`config.mk`:
```
export PLATFORM = sky130hd
export DESIGN_NAME = cfg_stream_loader_flat
export DESIGN_NICKNAME = d
export VERILOG_FILES = /design/src/rtl/cfg_stream_loader_if.sv /design/src/rtl/cfg_stream_loader.sv /design/src/flat_wrapper.sv
export SDC_FILE = /design/constraint.sdc
export NUM_CORES = 1
export LEC_CHECK = 0
export CAP_MARGIN = 20
export CORE_AREA = 2 2 55 57
export CTS_BUF_LIST = sky130_fd_sc_hd__clkbuf_4 sky130_fd_sc_hd__clkbuf_8
export CTS_CLUSTER_SIZE = 8
export DETAILED_ROUTE_END_ITERATION = 8
export DIE_AREA = 0 0 57 59
export PLACE_DENSITY = 0.71
export SYNTH_ARGS = -nofsm -noshare
export SYNTH_HDL_FRONTEND = slang
export SYNTH_SLANG_ARGS = --single-unit
export TNS_END_PERCENT = 20
```
`constraint.sdc`:
```
create_clock -name clock -period 1.4 [get_ports clock]
set_input_delay 0.35 -clock clock [delete_from_list [all_inputs] [get_ports clock]]
set_output_delay 0.35 -clock clock [all_outputs]
set_load 0.05 [all_outputs]
```
`src/rtl/cfg_stream_loader_if.sv`:
```
// Byte stream handshake into cfg_stream_loader; a byte transfers when in_valid & in_ready.
interface cfg_stream_loader_if;
  logic [7:0] in_data;
  logic       in_valid;
  logic       in_ready;

  modport master (output in_data, output in_valid, input in_ready);
  modport slave  (input in_data, input in_valid, output in_ready);
endinterface

```
`src/rtl/cfg_stream_loader.sv`:
```
// Serial loader for the ShiftLatch config chain: hunts for SYNC_BYTE, then shifts CHAIN_LEN bits LSB-first.
// Optional trailing XOR checksum byte is enabled by defining CFG_CHECKSUM_EN.
module cfg_stream_loader #(
  parameter int         CHAIN_LEN = 64,
  parameter logic [7:0] SYNC_BYTE = 8'hA5
) (
  input  logic               clock,
  input  logic               reset,
  cfg_stream_loader_if.slave in_if,
  output logic               cfg_bit,
  output logic               cfg_shift,
  output logic               cfg_done,
  output logic               cfg_error
);

  // Wide enough to hold CHAIN_LEN and to compare against 8 even for tiny chains.
  localparam int BLW = $clog2(CHAIN_LEN + 9);

  typedef enum logic [2:0] {
    HUNT  = 3'd0,
    LOAD  = 3'd1,
    SHIFT = 3'd2,
    DONE  = 3'd3,
`ifdef CFG_CHECKSUM_EN
    CHECK = 3'd5,
`endif
    ERROR = 3'd4
  } state_t;

  state_t         state_r, state_s;
  logic [7:0]     sreg_r, sreg_s;
  logic [3:0]     n_r, n_s;
  logic [BLW-1:0] bits_left_r, bits_left_s;
  logic           ready_r, ready_s;
  logic           shift_r, shift_s;
  logic           bit_r, bit_s;
  logic           done_r, done_s;
  logic           error_r, error_s;
  logic           xfer_s;
  logic           sync_s;
`ifdef CFG_CHECKSUM_EN
  logic [7:0]     csum_r, csum_s;
`endif

  function automatic logic [3:0] chunk_len(input logic [BLW-1:0] left);
    if (left >= BLW'(8)) begin
      return 4'd8;
    end else begin
      return left[3:0];
    end
  endfunction

  function automatic logic [7:0] xor_fold(input logic [7:0] acc, input logic [7:0] b);
    return acc ^ b;
  endfunction

  assign xfer_s = in_if.in_valid & ready_r;
  assign sync_s = xfer_s & (in_if.in_data == SYNC_BYTE);

  // Next-state decode; every output is registered from the values computed here.
  always_comb begin
    state_s     = state_r;
    sreg_s      = sreg_r;
    n_s         = n_r;
    bits_left_s = bits_left_r;
    shift_s     = 1'b0;
    bit_s       = 1'b0;
    done_s      = done_r;
    error_s     = error_r;
`ifdef CFG_CHECKSUM_EN
    csum_s      = csum_r;
`endif
    case (state_r)
      HUNT: begin
        if (sync_s) begin
          state_s     = LOAD;
          bits_left_s = BLW'(CHAIN_LEN);
`ifdef CFG_CHECKSUM_EN
          csum_s      = 8'h00;
`endif
        end else begin
          state_s = HUNT;
        end
      end
      LOAD: begin
        if (xfer_s) begin
          state_s = SHIFT;
          sreg_s  = in_if.in_data;
          n_s     = chunk_len(bits_left_r);
          shift_s = 1'b1;
          bit_s   = in_if.in_data[0];
`ifdef CFG_CHECKSUM_EN
          csum_s  = xor_fold(csum_r, in_if.in_data);
`endif
        end else begin
          state_s = LOAD;
        end
      end
      SHIFT: begin
        // The bit on cfg_bit now is sreg_r[0]; queue up sreg_r[1] for the next shift.
        sreg_s      = {1'b0, sreg_r[7:1]};
        n_s         = n_r - 4'd1;
        bits_left_s = bits_left_r - BLW'(1);
        if (n_r > 4'd1) begin
          state_s = SHIFT;
          shift_s = 1'b1;
          bit_s   = sreg_r[1];
        end else if (bits_left_r == BLW'(1)) begin
`ifdef CFG_CHECKSUM_EN
          state_s = CHECK;
`else
          state_s = DONE;
          done_s  = 1'b1;
`endif
        end else begin
          state_s = LOAD;
        end
      end
`ifdef CFG_CHECKSUM_EN
      CHECK: begin
        if (xfer_s) begin
          if (in_if.in_data == csum_r) begin
            state_s = DONE;
            done_s  = 1'b1;
          end else begin
            state_s = ERROR;
            error_s = 1'b1;
          end
        end else begin
          state_s = CHECK;
        end
      end
`endif
      DONE, ERROR: begin
        if (sync_s) begin
          state_s     = LOAD;
          done_s      = 1'b0;
          error_s     = 1'b0;
          bits_left_s = BLW'(CHAIN_LEN);
`ifdef CFG_CHECKSUM_EN
          csum_s      = 8'h00;
`endif
        end else begin
          state_s = state_r;
        end
      end
      default: begin
        state_s = HUNT;
        done_s  = 1'b0;
        error_s = 1'b0;
      end
    endcase
    ready_s = (state_s != SHIFT);
  end

  // State and output registers; reset aborts a load in progress without touching the chain.
  always_ff @(posedge clock) begin
    if (reset) begin
      state_r     <= HUNT;
      sreg_r      <= 8'h00;
      n_r         <= 4'd0;
      bits_left_r <= '0;
      ready_r     <= 1'b0;
      shift_r     <= 1'b0;
      bit_r       <= 1'b0;
      done_r      <= 1'b0;
      error_r     <= 1'b0;
`ifdef CFG_CHECKSUM_EN
      csum_r      <= 8'h00;
`endif
    end else begin
      state_r     <= state_s;
      sreg_r      <= sreg_s;
      n_r         <= n_s;
      bits_left_r <= bits_left_s;
      ready_r     <= ready_s;
      shift_r     <= shift_s;
      bit_r       <= bit_s;
      done_r      <= done_s;
      error_r     <= error_s;
`ifdef CFG_CHECKSUM_EN
      csum_r      <= csum_s;
`endif
    end
  end

  assign in_if.in_ready = ready_r;
  assign cfg_bit        = bit_r;
  assign cfg_shift      = shift_r;
  assign cfg_done       = done_r;
`ifdef CFG_CHECKSUM_EN
  assign cfg_error      = error_r;
`else
  assign cfg_error      = 1'b0;
`endif

endmodule

```
`src/flat_wrapper.sv`:
```
// flat-port wrapper written by rule: the top's interface ports become plain ports
module cfg_stream_loader_flat 
#(
  parameter int         CHAIN_LEN = 64,
  parameter logic [7:0] SYNC_BYTE = 8'hA5
)
  (clock, reset, cfg_bit, cfg_shift, cfg_done, cfg_error, in_if_in_data, in_if_in_valid, in_if_in_ready);
  cfg_stream_loader_if in_if_i ();
  input  logic clock;
  input  logic reset;
  output logic cfg_bit;
  output logic cfg_shift;
  output logic cfg_done;
  output logic cfg_error;
  input wire logic [$bits(in_if_i.in_data)-1:0] in_if_in_data;
  input wire logic [$bits(in_if_i.in_valid)-1:0] in_if_in_valid;
  output wire logic [$bits(in_if_i.in_ready)-1:0] in_if_in_ready;
  assign in_if_i.in_data = in_if_in_data;
  assign in_if_i.in_valid = in_if_in_valid;
  assign in_if_in_ready = in_if_i.in_ready;
  cfg_stream_loader #(.CHAIN_LEN(CHAIN_LEN), .SYNC_BYTE(SYNC_BYTE)) u_core (.clock(clock), .reset(reset), .in_if(in_if_i), .cfg_bit(cfg_bit), .cfg_shift(cfg_shift), .cfg_done(cfg_done), .cfg_error(cfg_error));
endmodule
```
==> results of run 1 <==
-- worst min path at each step --
| stage | depth (start not counted) | slack, ns | to |
|---|---|---|---|
| global route | 3 | 0.42 | u_core.sreg_r[7] |
| global placement | 2 | 0.45 | u_core.sreg_r[7] |
| detailed placement | 2 | 0.46 | u_core.sreg_r[7] |
| finish | 3 | 0.41 | u_core.sreg_r[7] |
| CTS | 3 | 0.40 | u_core.sreg_r[7] |
| floorplan | 2 | 0.45 | u_core.sreg_r[7] |
-- synth_stat cells (2+ instances only) --
| cell | number |
|---|---|
| nor2_1 | 31 |
| dfxtp_1 | 25 |
| a21oi_1 | 10 |
| nand2_1 | 7 |
| nor4_1 | 7 |
| nand3_1 | 6 |
| ha_1 | 5 |
| inv_1 | 5 |
| xnor2_1 | 4 |
| buf_4 | 3 |
| buf_6 | 3 |
| a211oi_1 | 2 |
| a31o_1 | 2 |
| a32oi_1 | 2 |
| and3b_1 | 2 |
| nand2b_1 | 2 |
| nor2b_1 | 2 |
| nor3_1 | 2 |
| nor4bb_1 | 2 |
| o21ai_1 | 2 |
| xor2_1 | 2 |
-- flip-flops by register name, indices dropped and copies added, names as in the netlist --
register,flops
u_core.cfg_shift,1
u_core.sreg_r,7
u_core.cfg_done,1
u_core.cfg_bit,1
u_core.n_r,4
u_core.state_r,3
u_core.in_if.in_ready,1
u_core.bits_left_r,7
-- critical path: stages, from the launching register on --
cell and delay (ns):
dfxtp_2 0.38, inv_2 0.04, ha_2 0.17, or2_4 0.25
buf_4 0.14, a32oi_1 0.20, o32a_1 0.18, nor2_1 0.06
-- routing by layer --
layer	wire (um)	GRT usage	vias to the layer above	share of wire
li1	-	-	642	-
met1	1500	0.288	642	0.42
met2	1810	0.386	30	0.50
met3	158	0.0393	10	0.044
met4	125	0.110	0	0.035
met5	0	0	-	0
-- where the power goes --
group	internal (W)	total, W	switching [W]	leakage (nW)
Combinational	0.0000466	0.0000937	0.0000471	0.569
Clock	0.000131	0.000356	0.000225	0.0184
Sequential	0.000710	0.000713	0.00000264	0.206
-- cell type report --
cell class	count	area (um^2)
Timing Repair Buffer	54	482
Clock buffer	4	30.0
Multi-Input combinational cell	114	891
Fill cell	211	734
Tap cell	31	38.8
Inverter	5	18.8
Sequential cell	25	515
-- cells by family (layout without fill, tap and decap cells) --
kind of cell,after synthesis,in the layout,synth area share
other,1,1,0.00278
AND/OR/NAND/NOR,75,75,0.326
buffers and inverters,14,63,0.0686
flip-flops,25,25,0.371
AO/OA/AOI/OAI,27,27,0.147
XOR/XNOR,6,6,0.0390
adder cells (fa/ha/maj),5,5,0.0464
-- repair_timing --
action | CTS | global route
cloned | 0 | 0
resized for setup | 26 | 17
pin swaps | 11 | 16
endpoints found under the setup margin | 21 | 20
setup buffers | 7 | 3
-- through the flow --
step,util,area [um^2]
after global routing,0.729,1980
final,0.729,1980
after detailed placement,0.651,1770
after CTS,0.700,1900
after floorplan,-,1390
after global placement,0.651,1770
==> flow_summary_export.csv, run 1 <==
group,metric,value,unit
setup_path,critPathLaunch,"u_core.n_r[0]",
synthesis,syn_avg_cell_area,8.82,um^2
drt,wl_per_cell,15.5,um
grt,grt_overflow_total,0,
place,gp_congestion,0.925,
layout,final_nets,219,
layout,antenna_cells,0,
synthesis,synth_seq_cells,25,
setup_path,endpoint,"u_core.state_r[0]",
setup_path,r2r_slack,-0.12,ns
floorplanning,die_w,57,um
place,port_buffers,14,
setup_path,cp-end-kind,"flop",
drt,wl,3.60,mm
synthesis,netlist.area_leader.share,0.371,
synthesis,synth_largest_area_cell,"dfxtp_1",
hold_path,worstHoldPathType,"in -> reg",
floorplanning,rows,19,
setup_path,critPathLaunchType,"flop",
place,place_inst,220,
run,maxCapViolCount,0,
setup_path,required,1.63,ns
drt,num_vias,1324,
synthesis,yosysWarnings,0,
floorplanning,num_io_pins,16,
floorplanning,initial_core_util,0.498,
clock_network,root_buffer,"clkbuf_4",
synthesis,synth_ff_type,"dfxtp_1",
pwr,leakage,0.793,nW
synthesis,syn-num-nets,169,
clock_network,clockBufferDepth,2,
setup_path,arrival,1.75,ns
hold_path,min-delay-start,"in_if_in_data[7]",
drt,via_per_inst,5.68,
timing,finalSetupViolCount,13,
place,hpwl,2.52,mm
timing,finalCritPeriodShare,1.08,
floorplanning,dieArea,3360,um^2
setup_path,r2r_end,"u_core.state_r[0]",
clock_network,cts_made_buffers,3,
drt,ant_nets,0,
drt,route.detailed.drc,0,
grt,grt_pass1_wl,5.90,mm
layout,final_cells,233,
timing,setup_tns,-0.491,ns
timing,hold_ws,0.410,ns
grt,grt.total_usage,0.230,
timing,finalWorstSetupSlack,-0.118,ns
layout,layout_commonest_cell,"buf_4",
clock_network,cts_htree_levels,1,
place,dp_slack,-0.621,ns
clock_network,worstSkewPairLatency,0.33,ns
synthesis,synth_seq_area_share,0.371,
status,status,"complete, but fails checks",
grt,antenna_found_initial,0,
timing,hold_violations,0,
floorplanning,fp.dieH,59,um
timing,drv_slew,0,
drt,drt-initial-drc-count,44,
setup_path,cp_max_fo,3,
synthesis,synth_cell_types,48,
timing,layout_min_cycle_time,1.52,ns
drt,first_pass_iters,4,
layout,synthToLayoutAreaGrowth,46.5,%
layout,layout_common_cells,"37 x buf_4, 30 x nor2_1, 17 x dfxtp_1",
pwr,power,0.00116,W
grt,grt_pass1_vias,1290,
synthesis,synth_cells,153,
grt,grt_max_degree,19,
synthesis,synthTopCellsByArea,"dfxtp_1 37%, nor2_1 8.6%, ha_1 4.6%, a21oi_1 3.7%, nor4_1 3.2%",
synthesis,syn_area,1350,um^2
timing,rsz0062_at_grt,"yes",
timing,max_freq,659,MHz
synthesis,synth_edf_count,0,
pwr,max-vdd-ir-drop,0.592,mV
setup_path,critical_path_class,"reg -> reg",
floorplanning,core,2710,um^2
clock_network,cts.clk_slew.worst_paths,0.14,ns
synthesis,synthArstFlopShare,0,
status,violations,"setup timing",
timing,fin_skew,0.00366,ns
clock_network,postCtsHoldBufs,0,
layout,drive_above_1_share,0.421,
clock_network,cts_tree,"yes",
pwr,cellPowerDensity,589,nW/um^2
setup_path,timing.rr.start,"u_core.n_r[0]",
clock_network,clock-sinks,25,
setup_path,worst_r2r_path_depth,7,
Power figures use the tool's default switching activity.
==> run 2: changes to the inputs <==
- CTS_CLUSTER_DIAMETER: unset -> 50
==> results of run 2 <==
Same layout as run 1: the final DEF is identical, and so are final timing and power.
